--- src/rtl/fetch_prefetch_unit_pkg.sv ---
// fetch_prefetch_unit_pkg: shared types, opcode helpers, bus ID and fetch state for the fetch stage
package fetch_prefetch_unit_pkg;
  typedef logic [31:0] instruction_t;
  typedef logic [63:0] memory_address_t;
  typedef logic [63:0] execution_mask_t;
  typedef enum logic [5:0] {
    OP_NOP    = 6'h00,
    OP_ADD    = 6'h01,
    OP_SUB    = 6'h02,
    OP_LOAD   = 6'h08,
    OP_STORE  = 6'h09,
    OP_JMP    = 6'h10,
    OP_BRANCH = 6'h11,
    OP_CALL   = 6'h12,
    OP_RET    = 6'h13,
    OP_HALT   = 6'h3f
  } Opcode;
  typedef enum logic [3:0] {
    COMPONENT_TYPE_CORE  = 4'd0,
    COMPONENT_TYPE_FETCH = 4'd1,
    COMPONENT_TYPE_LSU   = 4'd2
  } component_type_t;
  typedef enum logic [2:0] {INIT, CHECK, REQ, WAIT_MEM, WAIT_REDIRECT} fetch_state_t;
  localparam execution_mask_t ALL_THREADS_EXEC_MASK = '1;
  function automatic Opcode getOpcode(input logic [5:0] op_bits);
    return Opcode'(op_bits);
  endfunction
  function automatic logic changesControlFlow(input Opcode op);
    return op inside {OP_JMP, OP_BRANCH, OP_CALL, OP_RET, OP_HALT};
  endfunction
  function automatic logic [15:0] createBusID(input logic [11:0] core_id, input component_type_t comp);
    return {core_id, comp};
  endfunction
endpackage

--- src/rtl/fetch_queue.sv ---
// fetch_queue: power-of-two FIFO whose push space is judged on the registered count only
module fetch_queue #(
  parameter int DEPTH = 4,
  parameter int W = 8
) (
  input  logic         clk,
  input  logic         reset,
  input  logic         push,
  input  logic [W-1:0] din,
  input  logic         pop,
  output logic [W-1:0] dout,
  output logic         full,
  output logic         empty
);
  localparam int AW = $clog2(DEPTH);
  logic [W-1:0] mem [DEPTH];
  logic [AW-1:0] rd_ptr, wr_ptr;
  logic [AW:0] count;
  logic do_push, do_pop;
  assign full = count == (AW+1)'(DEPTH);
  assign empty = count == '0;
  assign do_push = push && !full;
  assign do_pop = pop && !empty;
  assign dout = mem[rd_ptr];
  always_ff @(posedge clk or posedge reset)
    if (reset) begin
      rd_ptr <= '0;
      wr_ptr <= '0;
      count <= '0;
    end else begin
      wr_ptr <= wr_ptr + AW'(do_push);
      rd_ptr <= rd_ptr + AW'(do_pop);
      count <= count + (AW+1)'(do_push) - (AW+1)'(do_pop);
    end
  always_ff @(posedge clk)
    if (do_push) mem[wr_ptr] <= din;
endmodule

--- src/rtl/fetch_prefetch_unit.sv ---
// fetch_prefetch_unit: line-buffered fetch stage feeding decode through a prefetch queue, halting on control flow
module fetch_prefetch_unit import fetch_prefetch_unit_pkg::*; #(
  parameter int CORE_ID = 0,
  parameter int INSN_W = 32,
  parameter int INSNS_PER_LINE = 2,
  parameter int QUEUE_DEPTH = 4,
  parameter int ADDR_W = 64,
  parameter int MASK_W = 64
) (
  input  logic                             clk,
  input  logic                             reset,
  output logic                             mem_req_valid,
  input  logic                             mem_req_ready,
  output logic [ADDR_W-1:0]                mem_req_addr,
  output logic [15:0]                      mem_req_id,
  input  logic                             mem_rsp_valid,
  input  logic [INSN_W*INSNS_PER_LINE-1:0] mem_rsp_data,
  input  logic                             redirect_valid,
  input  logic [ADDR_W-1:0]                redirect_pc,
  input  logic [MASK_W-1:0]                redirect_mask,
  output logic                             dec_valid,
  input  logic                             dec_ready,
  output logic [ADDR_W-1:0]                dec_pc,
  output logic [INSN_W-1:0]                dec_insn,
  output logic [MASK_W-1:0]                dec_mask,
  output logic [31:0]                      fill_wait_cycles,
  output logic                             protocol_error
);
  localparam int IB = INSN_W / 8;
  localparam int LB = IB * INSNS_PER_LINE;
  localparam int IB_SH = $clog2(IB);
  localparam int SW = INSNS_PER_LINE > 1 ? $clog2(INSNS_PER_LINE) : 1;
  localparam int LW = INSN_W * INSNS_PER_LINE;
  localparam int EW = ADDR_W + INSN_W + MASK_W;
  fetch_state_t state, state_n;
  logic [ADDR_W-1:0] pc, pc_n, line_addr, cur_line;
  logic [MASK_W-1:0] mask, mask_n;
  logic [LW-1:0] line_data;
  logic [SW-1:0] slot;
  logic [INSN_W-1:0] insn;
  logic [EW-1:0] head;
  logic line_valid, hit, cf, push, pop, load, full, empty, err_n;
  assign cur_line = pc & ~ADDR_W'(LB - 1);
  assign slot = SW'((pc >> IB_SH) & ADDR_W'(INSNS_PER_LINE - 1));
  assign insn = INSN_W'(line_data >> (INSN_W * slot));
  assign hit = line_valid && line_addr == cur_line;
  assign cf = changesControlFlow(getOpcode(insn[5:0]));
  assign mem_req_valid = state == REQ;
  assign mem_req_addr = cur_line;
  assign mem_req_id = createBusID(12'(CORE_ID), COMPONENT_TYPE_FETCH);
  assign dec_valid = !empty;
  assign pop = dec_valid && dec_ready;
  assign {dec_pc, dec_insn, dec_mask} = empty ? '0 : head;
  assign err_n = protocol_error
    || (redirect_valid && (state != WAIT_REDIRECT || (redirect_pc & ADDR_W'(IB - 1)) != '0))
    || (mem_rsp_valid && state != WAIT_MEM);
  always_comb begin
    state_n = state;
    pc_n = pc;
    mask_n = mask;
    push = 1'b0;
    load = 1'b0;
    case (state)
      INIT: state_n = CHECK;
      CHECK:
        if (!hit) state_n = REQ;
        else if (!full) begin
          push = 1'b1;
          pc_n = pc + ADDR_W'(IB);
          state_n = cf ? WAIT_REDIRECT : CHECK;
        end
      REQ: state_n = mem_req_ready ? WAIT_MEM : REQ;
      WAIT_MEM:
        if (mem_rsp_valid) begin
          load = 1'b1;
          state_n = CHECK;
        end
      WAIT_REDIRECT:
        if (redirect_valid) begin
          pc_n = redirect_pc & ~ADDR_W'(IB - 1);
          mask_n = redirect_mask;
          state_n = CHECK;
        end
      default: state_n = INIT;
    endcase
  end
  always_ff @(posedge clk or posedge reset)
    if (reset) begin
      state <= INIT;
      pc <= '0;
      mask <= '1;
      line_valid <= 1'b0;
      line_addr <= '0;
      line_data <= '0;
      fill_wait_cycles <= '0;
      protocol_error <= 1'b0;
    end else begin
      state <= state_n;
      pc <= pc_n;
      mask <= mask_n;
      protocol_error <= err_n;
      if (load) begin
        line_valid <= 1'b1;
        line_addr <= cur_line;
        line_data <= mem_rsp_data;
      end
      if (state == WAIT_MEM && fill_wait_cycles != '1) fill_wait_cycles <= fill_wait_cycles + 32'd1;
    end
  fetch_queue #(.DEPTH(QUEUE_DEPTH), .W(EW)) u_queue (
    .clk(clk),
    .reset(reset),
    .push(push),
    .din({pc, insn, mask}),
    .pop(pop),
    .dout(head),
    .full(full),
    .empty(empty)
  );
endmodule

--- config.mk ---
export PLATFORM = sky130hd
export DESIGN_NAME = fetch_prefetch_unit
export DESIGN_NICKNAME = d
export VERILOG_FILES = /design/src/rtl/fetch_prefetch_unit_pkg.sv /design/src/rtl/fetch_queue.sv /design/src/rtl/fetch_prefetch_unit.sv
export SDC_FILE = /design/constraint.sdc
export NUM_CORES = 1
export LEC_CHECK = 0
export ABC_CLOCK_PERIOD_IN_PS = 20400
export BUFFER_PORTS_ARGS = -buffer_cell sky130_fd_sc_hd__buf_4
export CAP_MARGIN = 25
export CORE_ASPECT_RATIO = 0.8
export CORE_MARGIN = 8
export CORE_UTILIZATION = 45
export CTS_CLUSTER_SIZE = 10
export DETAILED_ROUTE_END_ITERATION = 8
export GPL_TIMING_DRIVEN = 0
export PLACE_DENSITY_LB_ADDON = 0.3
export SLEW_MARGIN = 20
export SYNTH_ARGS = -nofsm -noshare
export SYNTH_HDL_FRONTEND = slang
export SYNTH_SLANG_ARGS = --single-unit
export TNS_END_PERCENT = 30
--- constraint.sdc ---
create_clock -name clk -period 20.4 [get_ports clk]
set_clock_uncertainty 0.15 [all_clocks]
set_input_delay 1.02 -clock clk [delete_from_list [all_inputs] [get_ports clk]]
set_output_delay 1.02 -clock clk [all_outputs]
set_load 0.02 [all_outputs]
==> impl_metrics.tcl <==
set metrics [dict create \
    run_status "complete, no violations" \
    ys_warn_count 0 \
    post_cts_resized 0 \
    max_stage_delay_ns 0.65 \
    crit_path_end_kind "register" \
    syn_to_final_growth_pct 23.4 \
    synth_edf_count 632 \
    timing.rr.end "u_queue.mem[2][4]" \
    wl_per_cell_um 25.8 \
    place.gp.congestion 0.915 \
    die_w_um 345 \
    die_h_um 280 \
    core-area_um2 85900 \
    ant_nets 0 \
    ys_ff_latch 927 \
    yosysSeqAreaShare 0.677 \
    hold_buffers 0 \
    io_buffers 451 \
    worstPathRequired_ns 20.62 \
    routed_wl_mm 113 \
    r2r_slack_ns 15.54 \
    rsz0062_at_grt "false" \
    fp-row-count 96 \
    grt_max_degree 97 \
    cp.arrival_ns 5.08 \
    worstHoldPathType "input pin to async pin" \
    final_max_slew_viol_count 0 \
    cts_tree "yes" \
    path_cells "clkbuf_1, nand2b_1, nand4_1, nor3_1, nand2_1, nor4_4, nor3b_2, buf_4, buf_6, buf_6, buf_4, buf_4, buf_4, buf_6" \
    antenna_found_initial 2 \
    ys_types 68 \
    instances_no_fill 4381 \
    hold_viol_final 0 \
    period_needed_ns 4.86 \
    final.setup.worst_slack_ns 15.54 \
    cpMostUsedCell "buf_4" \
    grt_overflow_total 0 \
    path_clk_slew_ns 0.05 \
    maxCapViolCount 0 \
    grt_pass1_wl_mm 168 \
    synthCells 2509 \
    leakage_nw 18.0 \
    start_kind "register" \
    start_util 0.455 \
    final_nets 3369 \
    track_usage 0.228 \
    cts_made_buffers 105 \
    grt_pass1_vias 25800 \
    ir_worst_vdd_mv 0.0889 \
    placed_cells 4182 \
    vias 24600 \
    postSynthAreaPerCell_um2 15.6 \
    dpl.hpwl_mm 82.7 \
    die-area_um2 96600 \
    dr.pass1.iters 6 \
    layout-drive-gt1-share 0.356 \
    utilization 0.562 \
    clock.fmax_ghz 0.206 \
    maxSlewHeadroom 0.275 \
    rr_startpoint "pc[28]" \
    tightest_slew_ns 1.09 \
    cts_buffer_depth 3 \
    htree_levels 3 \
    synth_area_um2 39100 \
    ys.flop_type "edfxtp_1" \
    p_total_mw 6.11 \
    fin_crit_sh 0.238 \
    numClockSinks 927 \
    avgViaCountPerCell 5.62 \
    io_pins 473 \
    async_reset_ff_frac 0.318 \
    drc 0 \
    powerDensity_nw_per_um2 127 \
    path_class "register to register" \
    cpMaxStageDelayCell "dfrtp_1" \
    setup_viol 0 \
    clk_latency_ns 0.67 \
    postCtsSetupBuffers 0 \
    crit_fanout 9 \
    initialDrtViolationCount 2203 \
    r2r_cells 14 \
    root_buffer "clkbuf_16" \
    pre_cts_ws_ns 15.56 \
]
==> per-layer routing <==
metal  routed length, um  vias to the layer above  GRT usage
met5                   0                        -          0
met4                2740                        0     0.0595
met3                7430                      182     0.0396
met2               55200                     1001      0.380
met1               47800                    12700      0.312
li1                    -                    10700          -
==> cells in the final DEF (no fill, tap or decap), types with 14 or more instances in the layout <==
cell / Yosys / routed
dfstp_2: 64 / 64
nand3_1: 35 / 35
nand4_1: 64 / 64
buf_1: 25 / 24
a31oi_1: 32 / 32
nand2b_1: 37 / 37
o22a_1: 25 / 25
and2_1: 166 / 166
mux2_2: 154 / 154
dfrtp_1: 231 / 231
and3_1: 26 / 26
buf_2: 16 / 18
a21oi_1: 69 / 69
xnor2_1: 67 / 67
buf_6: 2 / 25
clkbuf_16: 0 / 105
nor2_1: 61 / 58
o21ai_0: 28 / 28
edfxtp_1: 632 / 632
inv_1: 19 / 18
buf_4: 84 / 567
mux4_2: 158 / 158
conb_1: 2 / 21
clkbuf_1: 101 / 173
and4_1: 14 / 14
nand2_1: 252 / 252
buf_16: 0 / 14
==> state kept, by name, summed over array words and instances, names as in the netlist <==
register,flops
protocol_error,1
u_queue.rd_ptr,2
pc,62
line_data,64
mask,64
line_valid,1
line_addr,61
u_queue.mem,632
u_queue.count,3
u_queue.wr_ptr,2
state,3
fill_wait_cycles,32
==> cells in the mapped netlist (12+ instances only) <==
library cell	count	share of area
xnor2_1	67	0.015
o22ai_1	13	0.0021
nand2_1	252	0.024
nor3_1	12	0.0015
and2_1	166	0.027
nand3_1	35	0.0045
buf_1	25	0.0024
o21ai_0	28	0.0036
clkbuf_1	101	0.0097
buf_2	16	0.0020
buf_4	84	0.016
nand4_1	64	0.010
a31oi_1	32	0.0051
nand2b_1	37	0.0059
a21oi_1	69	0.0088
dfstp_2	64	0.043
and4_1	14	0.0031
mux4_2	158	0.091
nor2_1	61	0.0059
mux2_2	154	0.044
o2bb2a_1	13	0.0033
inv_1	19	0.0018
o22a_1	25	0.0056
dfrtp_1	231	0.15
and3_1	26	0.0042
edfxtp_1	632	0.49
==> stage by stage <==
| step | instance area (um2) | hold WS, ns | setup TNS (ns) |
|---|---|---|---|
| after floorplan | 39100 | 0.304 | 0 |
| after global placement | 43900 | 0.312 | -1713.04 |
| after detailed placement | 45000 | 0.322 | 0 |
| after CTS | 48200 | 0.165 | 0 |
| after global routing | 48200 | 0.187 | 0 |
| final | 48200 | 0.202 | 0 |
==> cell families (layout without fill, tap and decap cells) <==
kind of cell,Yosys count,count (layout),synth area share
XOR/XNOR,77,77,0.0178
adder cells (fa/ha/maj),7,7,0.00243
buffers and inverters,249,973,0.0329
AO/OA/AOI/OAI,231,231,0.0395
flip-flops,927,927,0.677
multiplexers,313,313,0.136
other,2,23,0.000192
AND/OR/NAND/NOR,703,703,0.0947
==> report_power, final <==
| group | internal (mW) | switching (mW) | leakage, nW |
|---|---|---|---|
| clock | 1.01 | 0.739 | 1.51 |
| combinational | 0.936 | 1.06 | 7.40 |
| sequential | 2.24 | 0.134 | 9.13 |
| total | 4.18 | 1.93 | 18.0 |
==> cell type report <==
type	count	area [um2]
Inverter	19	78.8
Fill cell	6797	37600
Antenna cell	2	5.00
Clock buffer	183	2960
Timing Repair Buffer	529	4430
Multi-Input combinational cell	1352	11400
Sequential cell	927	26400
Buffer	230	1220
Tap cell	1127	1410
Clock inverter	12	243
==> critical path, delay by kind of cell (launching register included) <==
family                 cells  cell delay (ns)
DFF                        1             0.65
buffers and inverters      8             1.89
and+or+nand+nor            6             1.86
==> worst max path at each step <==
stage,to,cells after the start,start
6_report,u_queue.mem[2][4],14,pc[28]
5_1_grt,u_queue.mem[2][0],14,pc[28]
4_1_cts,dec_pc[13],7,u_queue.rd_ptr[0]
3_5_place_dp,u_queue.mem[2][0],14,pc[28]
3_3_place_gp,u_queue.mem[0][49],7,pc[28]
2_1_floorplan,u_queue.mem[0][0],7,pc[50]
Power figures use the tool's default switching activity.
